File: src/rtl/bitrev_stream_pkg.sv
// Shared definitions for the bit-reversal accelerator stream adapters.
// Both the transmit and receive adapters take their default sizes from here.
package bitrev_stream_pkg;

    localparam int DEF_DATA_WIDTH = 32;
    localparam int DEF_DEPTH      = 4;

    typedef enum logic [2:0] {
        ST_IDLE  = 3'd0,
        ST_RECV  = 3'd1,
        ST_FLUSH = 3'd2,
        ST_DRAIN = 3'd3,
        ST_DONE  = 3'd4
    } state_e;

endpackage

File: src/rtl/axis2fifo.sv
// Receive adapter: captures one result frame from the accelerator's AXI-Stream
// output into a local buffer, then replays it in order into a write-FIFO port.
module axis2fifo
    import bitrev_stream_pkg::*;
#(
    parameter int DATA_WIDTH = DEF_DATA_WIDTH,
    parameter int DEPTH      = DEF_DEPTH
) (
    input  logic                  clk,
    input  logic                  rst,
    input  logic                  start,
    input  logic [DATA_WIDTH-1:0] m_axis_tdata,
    input  logic                  m_axis_tvalid,
    output logic                  m_axis_tready,
    input  logic                  m_axis_tlast,
    output logic [DATA_WIDTH-1:0] fifo_wdata,
    output logic                  fifo_wvalid,
    input  logic                  fifo_wready,
    output logic                  done,
    output logic                  len_err,
    output logic                  busy
);

    localparam int CNT_W = $clog2(DEPTH + 1);
    localparam int IDX_W = $clog2(DEPTH);
    localparam logic [CNT_W-1:0] CNT_FULL = CNT_W'(DEPTH);

    state_e                state;
    logic [IDX_W-1:0]      wr_idx;
    logic [IDX_W-1:0]      rd_idx;
    logic [CNT_W-1:0]      cnt;
    logic [DATA_WIDTH-1:0] buffer [DEPTH];

    logic beat;
    logic cnt_next_full;
    logic last_rd;

    assign beat          = m_axis_tready && m_axis_tvalid;
    assign cnt_next_full = (cnt + CNT_W'(1)) == CNT_FULL;
    assign last_rd       = CNT_W'(rd_idx) == (cnt - CNT_W'(1));

    // NOTE: state registers use non-blocking assignments so every flop samples pre-edge values.
    always_ff @(posedge clk or posedge rst) begin
        if (rst) begin
            state   <= ST_IDLE;
            wr_idx  <= '0;
            rd_idx  <= '0;
            cnt     <= '0;
            len_err <= 1'b0;
        end else begin
            case (state)
                ST_IDLE: begin
                    wr_idx <= '0;
                    rd_idx <= '0;
                    cnt    <= '0;
                    if (start) begin
                        len_err <= 1'b0;
                        state   <= ST_RECV;
                    end
                end
                ST_RECV: begin
                    if (beat) begin
                        wr_idx <= wr_idx + IDX_W'(1);
                        cnt    <= cnt + CNT_W'(1);
                        if (m_axis_tlast) begin
                            state <= ST_DRAIN;
                            if (!cnt_next_full) len_err <= 1'b1;
                        end else if (cnt_next_full) begin
                            state   <= ST_FLUSH;
                            len_err <= 1'b1;
                        end
                    end
                end
                // Overlong frame: keep accepting so the accelerator is never stalled mid-frame.
                ST_FLUSH: begin
                    if (beat && m_axis_tlast) state <= ST_DRAIN;
                end
                ST_DRAIN: begin
                    if (fifo_wready) begin
                        rd_idx <= rd_idx + IDX_W'(1);
                        if (last_rd) state <= ST_DONE;
                    end
                end
                ST_DONE: state <= ST_IDLE;
                default: state <= ST_IDLE;
            endcase
        end
    end

    // NOTE: the frame buffer is deliberately not reset; every word is written before it is read.
    always_ff @(posedge clk) begin
        if (state == ST_RECV && m_axis_tvalid) buffer[wr_idx] <= m_axis_tdata;
    end

    // Moore outputs: decoded only from registers, so reset drops them immediately.
    assign m_axis_tready = (state == ST_RECV) || (state == ST_FLUSH);
    assign fifo_wvalid   = (state == ST_DRAIN);
    assign fifo_wdata    = fifo_wvalid ? buffer[rd_idx] : '0;
    assign done          = (state == ST_DONE);
    assign busy          = (state != ST_IDLE);

endmodule

File: config.mk
export PLATFORM = sky130hd
export DESIGN_NAME = axis2fifo
export DESIGN_NICKNAME = d
export VERILOG_FILES = /design/src/rtl/bitrev_stream_pkg.sv /design/src/rtl/axis2fifo.sv
export SDC_FILE = /design/constraint.sdc
export NUM_CORES = 1
export LEC_CHECK = 0
export BUFFER_PORTS_ARGS = -buffer_cell sky130_fd_sc_hd__buf_2
export CORE_ASPECT_RATIO = 0.6
export CORE_MARGIN = 2
export CORE_UTILIZATION = 57
export CTS_CLUSTER_SIZE = 10
export DETAILED_ROUTE_END_ITERATION = 8
export PLACE_DENSITY_LB_ADDON = 0.2
export SLEW_MARGIN = 20
export SYNTH_ARGS = -nofsm -noshare
export SYNTH_HDL_FRONTEND = slang
export SYNTH_SLANG_ARGS = --single-unit
export TNS_END_PERCENT = 1
File: constraint.sdc
create_clock -name clk -period 2.44 [get_ports clk]
set_input_delay 0.244 -clock clk [delete_from_list [all_inputs] [get_ports clk]]
set_output_delay 0.244 -clock clk [all_outputs]
set_load 0.005 [all_outputs]
Word level (Yosys, flattened, before mapping)
Memory sizes are Yosys's and may differ from the RTL's.
Cells that the tools add are included.
- memories kept: 1
- output and inout port bits: 37
- bits of input ports: 38
- logic and storage cells: 58
- bits in writable memories: 128
- flip-flop bits (word level): 11
- equal/unequal tests: 13
- add/subtract/negate cells: 4
- reduce and logical (&&, ||, !) cells: 12
- muxes and demuxes: 23
- memory list (name ; words ; width ; read ports ; clocked after memory_dff ; write ports ; RTL line ; text):
    buffer ; 4 ; 32 ; 1 ; 0 ; 1 ; axis2fifo.sv:32 ; logic [DATA_WIDTH-1:0] buffer [DEPTH];
- operator list (operator ; number):
    two-way mux 32 bit ; 1
    two-way mux 3 bit ; 8
    one-hot mux 3 bit (4 select lines) ; 1
    one-hot mux 2 bit (2 select lines) ; 2
    two-way mux 1 bit ; 7
    == test 3 x 2 -> 1 bit, second input constant ; 2
    == test 3 bit, second input constant ; 2
    != test 2 bit, second input constant ; 3
    != test 3 bit, second input constant ; 2
    one-hot mux 3 bit (2 select lines) ; 1
    AND reduction 6 bit ; 1
    AND reduction 5 bit ; 1
    adder 2 x 1 -> 2 bit, second input constant ; 2
    two-way mux 2 bit ; 2
    != test 2 x 1 -> 1 bit, second input constant ; 2
    AND reduction 2 bit ; 2
    nonzero test 2 bit ; 2
    adder 3 x 1 -> 3 bit, second input constant ; 1
    == test 2 x 3 -> 1 bit ; 1
    == test 3 x 1 -> 1 bit, second input constant ; 1
    logical AND 1 bit ; 3
    zero test 3 bit ; 1
    nonzero test 3 bit ; 1
    subtractor 3 x 1 -> 3 bit, second input constant ; 1
    2 further kinds ; 2

Longest topological paths before layout
- depth after elaboration: 6
- gate-level depth with buffers: 6

Worst setup path after synthesis
No wires, ideal clock.
- path type: flip-flop to flip-flop
- start point: register state[1]
- end point: memory buffer[1][0] in the netlist's numbering (enable)
- buffers on the path: 1
- arrival time: 1721 ps
- stages on the path, launching flop included: 4
- setup slack: 327 ps
- library setup time: 392 ps
- required time: 2048 ps
- clock period less this slack: 2113 ps
- cell sequence: dfrtp_1 > clkbuf_2 > nor3_1 > and2_1
- longest elaborated chain between the ends: 4
- ends and longest elaborated chain (item ; RTL line ; text):
    from (decl) ; axis2fifo.sv:28 ; state_e state;
    from (signal assigned) ; axis2fifo.sv:45 ; state <= ST_IDLE;
    from (signal assigned) ; axis2fifo.sv:58 ; state <= ST_RECV;
    from (signal assigned) ; axis2fifo.sv:66 ; state <= ST_DRAIN;
    == test 3 x 1 -> 1 bit ; axis2fifo.sv:92 ; if (state == ST_RECV && m_axis_tvalid) buffer[wr_idx] <= m_axis_tdata;
    logical AND 1 bit ; axis2fifo.sv:92 ;
    two-way mux 1 bit ; axis2fifo.sv:92 ;
    two-way mux 1 bit (not written as such) ; axis2fifo.sv:92 ;
    to (decl) ; axis2fifo.sv:32 ;
Every way passes these cells.

Worst setup path in the final report
- start point: register rd_idx[0]
- end point: output port fifo_wdata[24]
- longest elaborated chain between the ends: 2
- ends and longest elaborated chain (item ; RTL line ; text):
    from (decl) ; axis2fifo.sv:30 ; logic [IDX_W-1:0] rd_idx;
    from (signal assigned) ; axis2fifo.sv:80 ; rd_idx <= rd_idx + IDX_W'(1);
    memory (4 x 32 bit) ; -- ;
    two-way mux 32 bit ; axis2fifo.sv:98 ; assign fifo_wdata = fifo_wvalid ? buffer[rd_idx] : '0;
    to (decl) ; axis2fifo.sv:16 ; output logic [DATA_WIDTH-1:0] fifo_wdata,
Every way passes these cells.

==> key figures <==
Timing
  – Worst relative slew slack: 69.49%
  – Unrepaired setup endpoints after global routing: no
  – Setup tns final: 0 ns
  – Hold Fails Final Rpt: 0
  – Max Slew Vio Count: 0
  – Setup slack after layout: 0.2238 ns
  – Setup violators final: 0
  – Slew of the pin with the lowest slew margin: 0.4571 ns
  – Fmax achieved: 451.2 MHz
  – Final period utilization: 90.83%
  – Post-layout min period: 2.216 ns
  – Clock skew: 0.005456 ns

Synthesis
  – Mux cell area share after synthesis: 12.96%
  – Synth Area in Adders: 1.575%
  – Synthesis warning total: 0
  – Synth Area in Simple Gates: 6.187%
  – Compound-Gate Fraction of Synth Area: 2.385%
  – Sequential fraction of the synthesis area: 74.06%
  – Post-synthesis cell type count: 31
  – Post-synthesis xor/xnor area fraction: 0.7874%
  – Syn nets: 333
  – Synthesized area: 5562 sq um
  – Flops & latches, synth: 139
  – Largest family of logic cells by synthesized area: multiplexers
  – Syn Inst Count: 288
  – Syn_area_per_cell: 19.31 sq um

Cells and area
  – Fraction of final layout cells sized beyond drive strength 1: 39.85%
  – Final instance area: 6798 sq um
  – Final net count: 426
  – Layout area overhead: 22.23%
  – N_diodes: 0

Setup path
  – Cell Chain, Critical Path: buf_12 > mux4_2 > and2_1 > buf_2
  – Buffers & Inverters on Critical Path: 2
  – Critical path endpoint: fifo_wdata[24]
  – Highest-delay cell along the critical path: mux4_2
  – Worst path max stage delay: 0.56 ns
  – Worst Path Class, Setup: register to primary output
  – WP data required: 2.20 ns
  – Reg2reg end: buffer[1][23]
  – Crit path depth: 4
  – Worst reg2reg startpoint: state[0]
  – Crit path arrival time: 1.97 ns
  – Critical path fanouts, max: 37
  – Crit. End Element: primary output
  – CP startpoint: rd_idx[0]
  – R2r setup slk: 0.60 ns
  – Critical path's top delay family: multiplexers
  – Worst r2r path cells: 5
  – Crit path launch type: register

Clocking
  – Maximum clock path buffer count: 2
  – Register clock-pin slew on the reported worst setup and hold paths: 0.06 ns
  – CTS Buf Count: 17
  – Post-CTS resize count: 0
  – Clk Latency, worst-skew pair: 0.41 ns
  – CTS tree: done
  – Root Driver: clkbuf_16
  – Sink Count: 139
  – Post-CTS Setup Inserts: 0
  – H-tree Lvls: 4

Job
  – Max-Cap Viols: 0

Route
  – Final WL: 10080 um
  – Via count: 2875
  – Post-DR wirelength/cell: 19.24 um
  – Drt pass-1 iters: 4
  – Antenna Nets Post-Route: 0
  – DRC viols: 0
  – Vias/cell: 5.487
  – Starting DRT DRC Count: 166

GRT
  – Pin count of the biggest net entering global routing: 38
  – First-pass GRT wire length: 15770 um
  – Antenna violations before repair: 0
  – Vias in the first global route: 2955
  – Total GRT Usage: 21.14%
  – GR Overflow Total: 0

Min path
  – Hold WC Path Type: input pin to register
  – Hold Startpoint: start

Power and ir drop
  – Peak VDD IR: 726.0 uV
  – Cell leakage power: 2.477 nW
  – PwrDens: 1060 nW/um^2
  – Total power: 7.205 mW

Place
  – Input/output buffers: 74
  – HPWL after DPL: 6425 um
  – Dpl cell area: 6181 sq um
  – DP Worst Slack: 0.6231 ns
  – GPL Wtd Cong: 0.8111

Die
  – Io pins: 75
  – Die Y: 80.52 um
  – Initial Utilization: 59.65%
  – Core ar.: 9324 sq um
  – Die ar.: 10590 sq um
  – Rows: 27
  – DIE WIDTH: 131.5 um

Status
  – Status: complete, no violations
## per-layer routing
metal | up-vias | GRT usage, % | share of wire [%]
li1 | 1319 | - | -
met1 | 1451 | 28.12 | 44
met2 | 101 | 33.09 | 48
met3 | 4 | 6.439 | 6.9
met4 | 0 | 9.130 | 0.62
met5 | - | 0 | 0
## worst min path at each step
stage / endpoint / slack [ns] / cells after the start
floorplan: cnt[0] / 0.1 / 1
global placement: state[0] / 0.26 / 2
detailed placement: state[1] / 0.27 / 2
CTS: buffer[1][15] / 0.02 / 1
global route: buffer[0][23] / 0.04 / 1
finish: len_err / 0.05 / 2
## sequential cells by signal (all words and copies together), names as in the netlist
register and cells:
buffer 128, cnt 3, len_err 1, rd_idx 2
state 3, wr_idx 2
## final cells by class
type                            count  area [sq um]
Sequential cell                   139          4121
Multi-Input combinational cell    124          1334
Tap cell                          130         162.7
Clock buffer                       18         429.2
Inverter                           10         37.54
Clock inverter                     14         177.7
Timing Repair Buffer               89         535.5
Fill cell                         578          2526
## placed cells by master (no fill, tap or decap), drive strengths merged, types with 3 or more instances in the layout
cell	count
nand3	3
bufinv	4
xnor2	3
nand2	7
clkinv	6
and2	36
clkbuf	18
mux4	32
ha	7
edfxtp	128
a21oi	3
dfrtp	11
inv	10
nor2	4
clkinvlp	4
o21ai	10
buf	88
## cell usage after synthesis, drive strengths merged
| cell | count | area (sq um) |
|---|---|---|
| xnor2 | 3 | 26.28 |
| xor2 | 2 | 17.52 |
| nand4 | 1 | 6.260 |
| edfxtp | 128 | 3844 |
| ha | 7 | 87.58 |
| o21ai | 10 | 50.05 |
| o22ai | 1 | 6.260 |
| a21o | 2 | 17.52 |
| nor3 | 2 | 10.01 |
| a221oi | 1 | 8.760 |
| o31a | 1 | 8.760 |
| and2 | 36 | 225.2 |
| buf | 6 | 41.28 |
| a22o | 1 | 8.760 |
| dfrtp | 11 | 275.3 |
| a41oi | 1 | 8.760 |
| nand3b | 1 | 7.510 |
| nor3b | 2 | 15.01 |
| a2bb2oi | 1 | 8.760 |
| nand2 | 7 | 26.28 |
| nor2 | 4 | 15.01 |
| clkbuf | 9 | 35.03 |
| inv | 10 | 37.54 |
| or3 | 2 | 12.51 |
| nand4bb | 1 | 11.26 |
| mux4 | 32 | 720.7 |
| a21oi | 3 | 15.01 |
| nand3 | 3 | 15.01 |
## power breakdown
part           internal, mW  switching (mW)  total (mW)
Sequential             2.86           0.167        3.03
Combinational         0.794           0.778        1.57
Clock                  1.69           0.909        2.60
## logic make-up (layout without fill, tap and decap cells)
group	count (synthesis)	after routing
DFF	139	139
and+or+nand+nor	59	59
muxes	32	32
buffers and inverters	25	131
AOI/OAI and AO/OA	21	21
adders and majority gates	7	7
xor gates and xnor gates	5	5
## what timing repair did
action,in CTS,in global routing
setup endpoints to repair,0,0
hold endpoints to repair,11,0
hold buffers,1,0
## metrics by stage
step	hold slack (ns)	cells	util, %
CTS	0.02227	524	72.91
floorplan	0.09644	288	-
global placement	0.2600	491	66.29
detailed placement	0.2701	491	66.29
finish	0.04614	524	72.91
global route	0.03578	524	72.91
No activity file was read; power rests on OpenSTA's default activity.
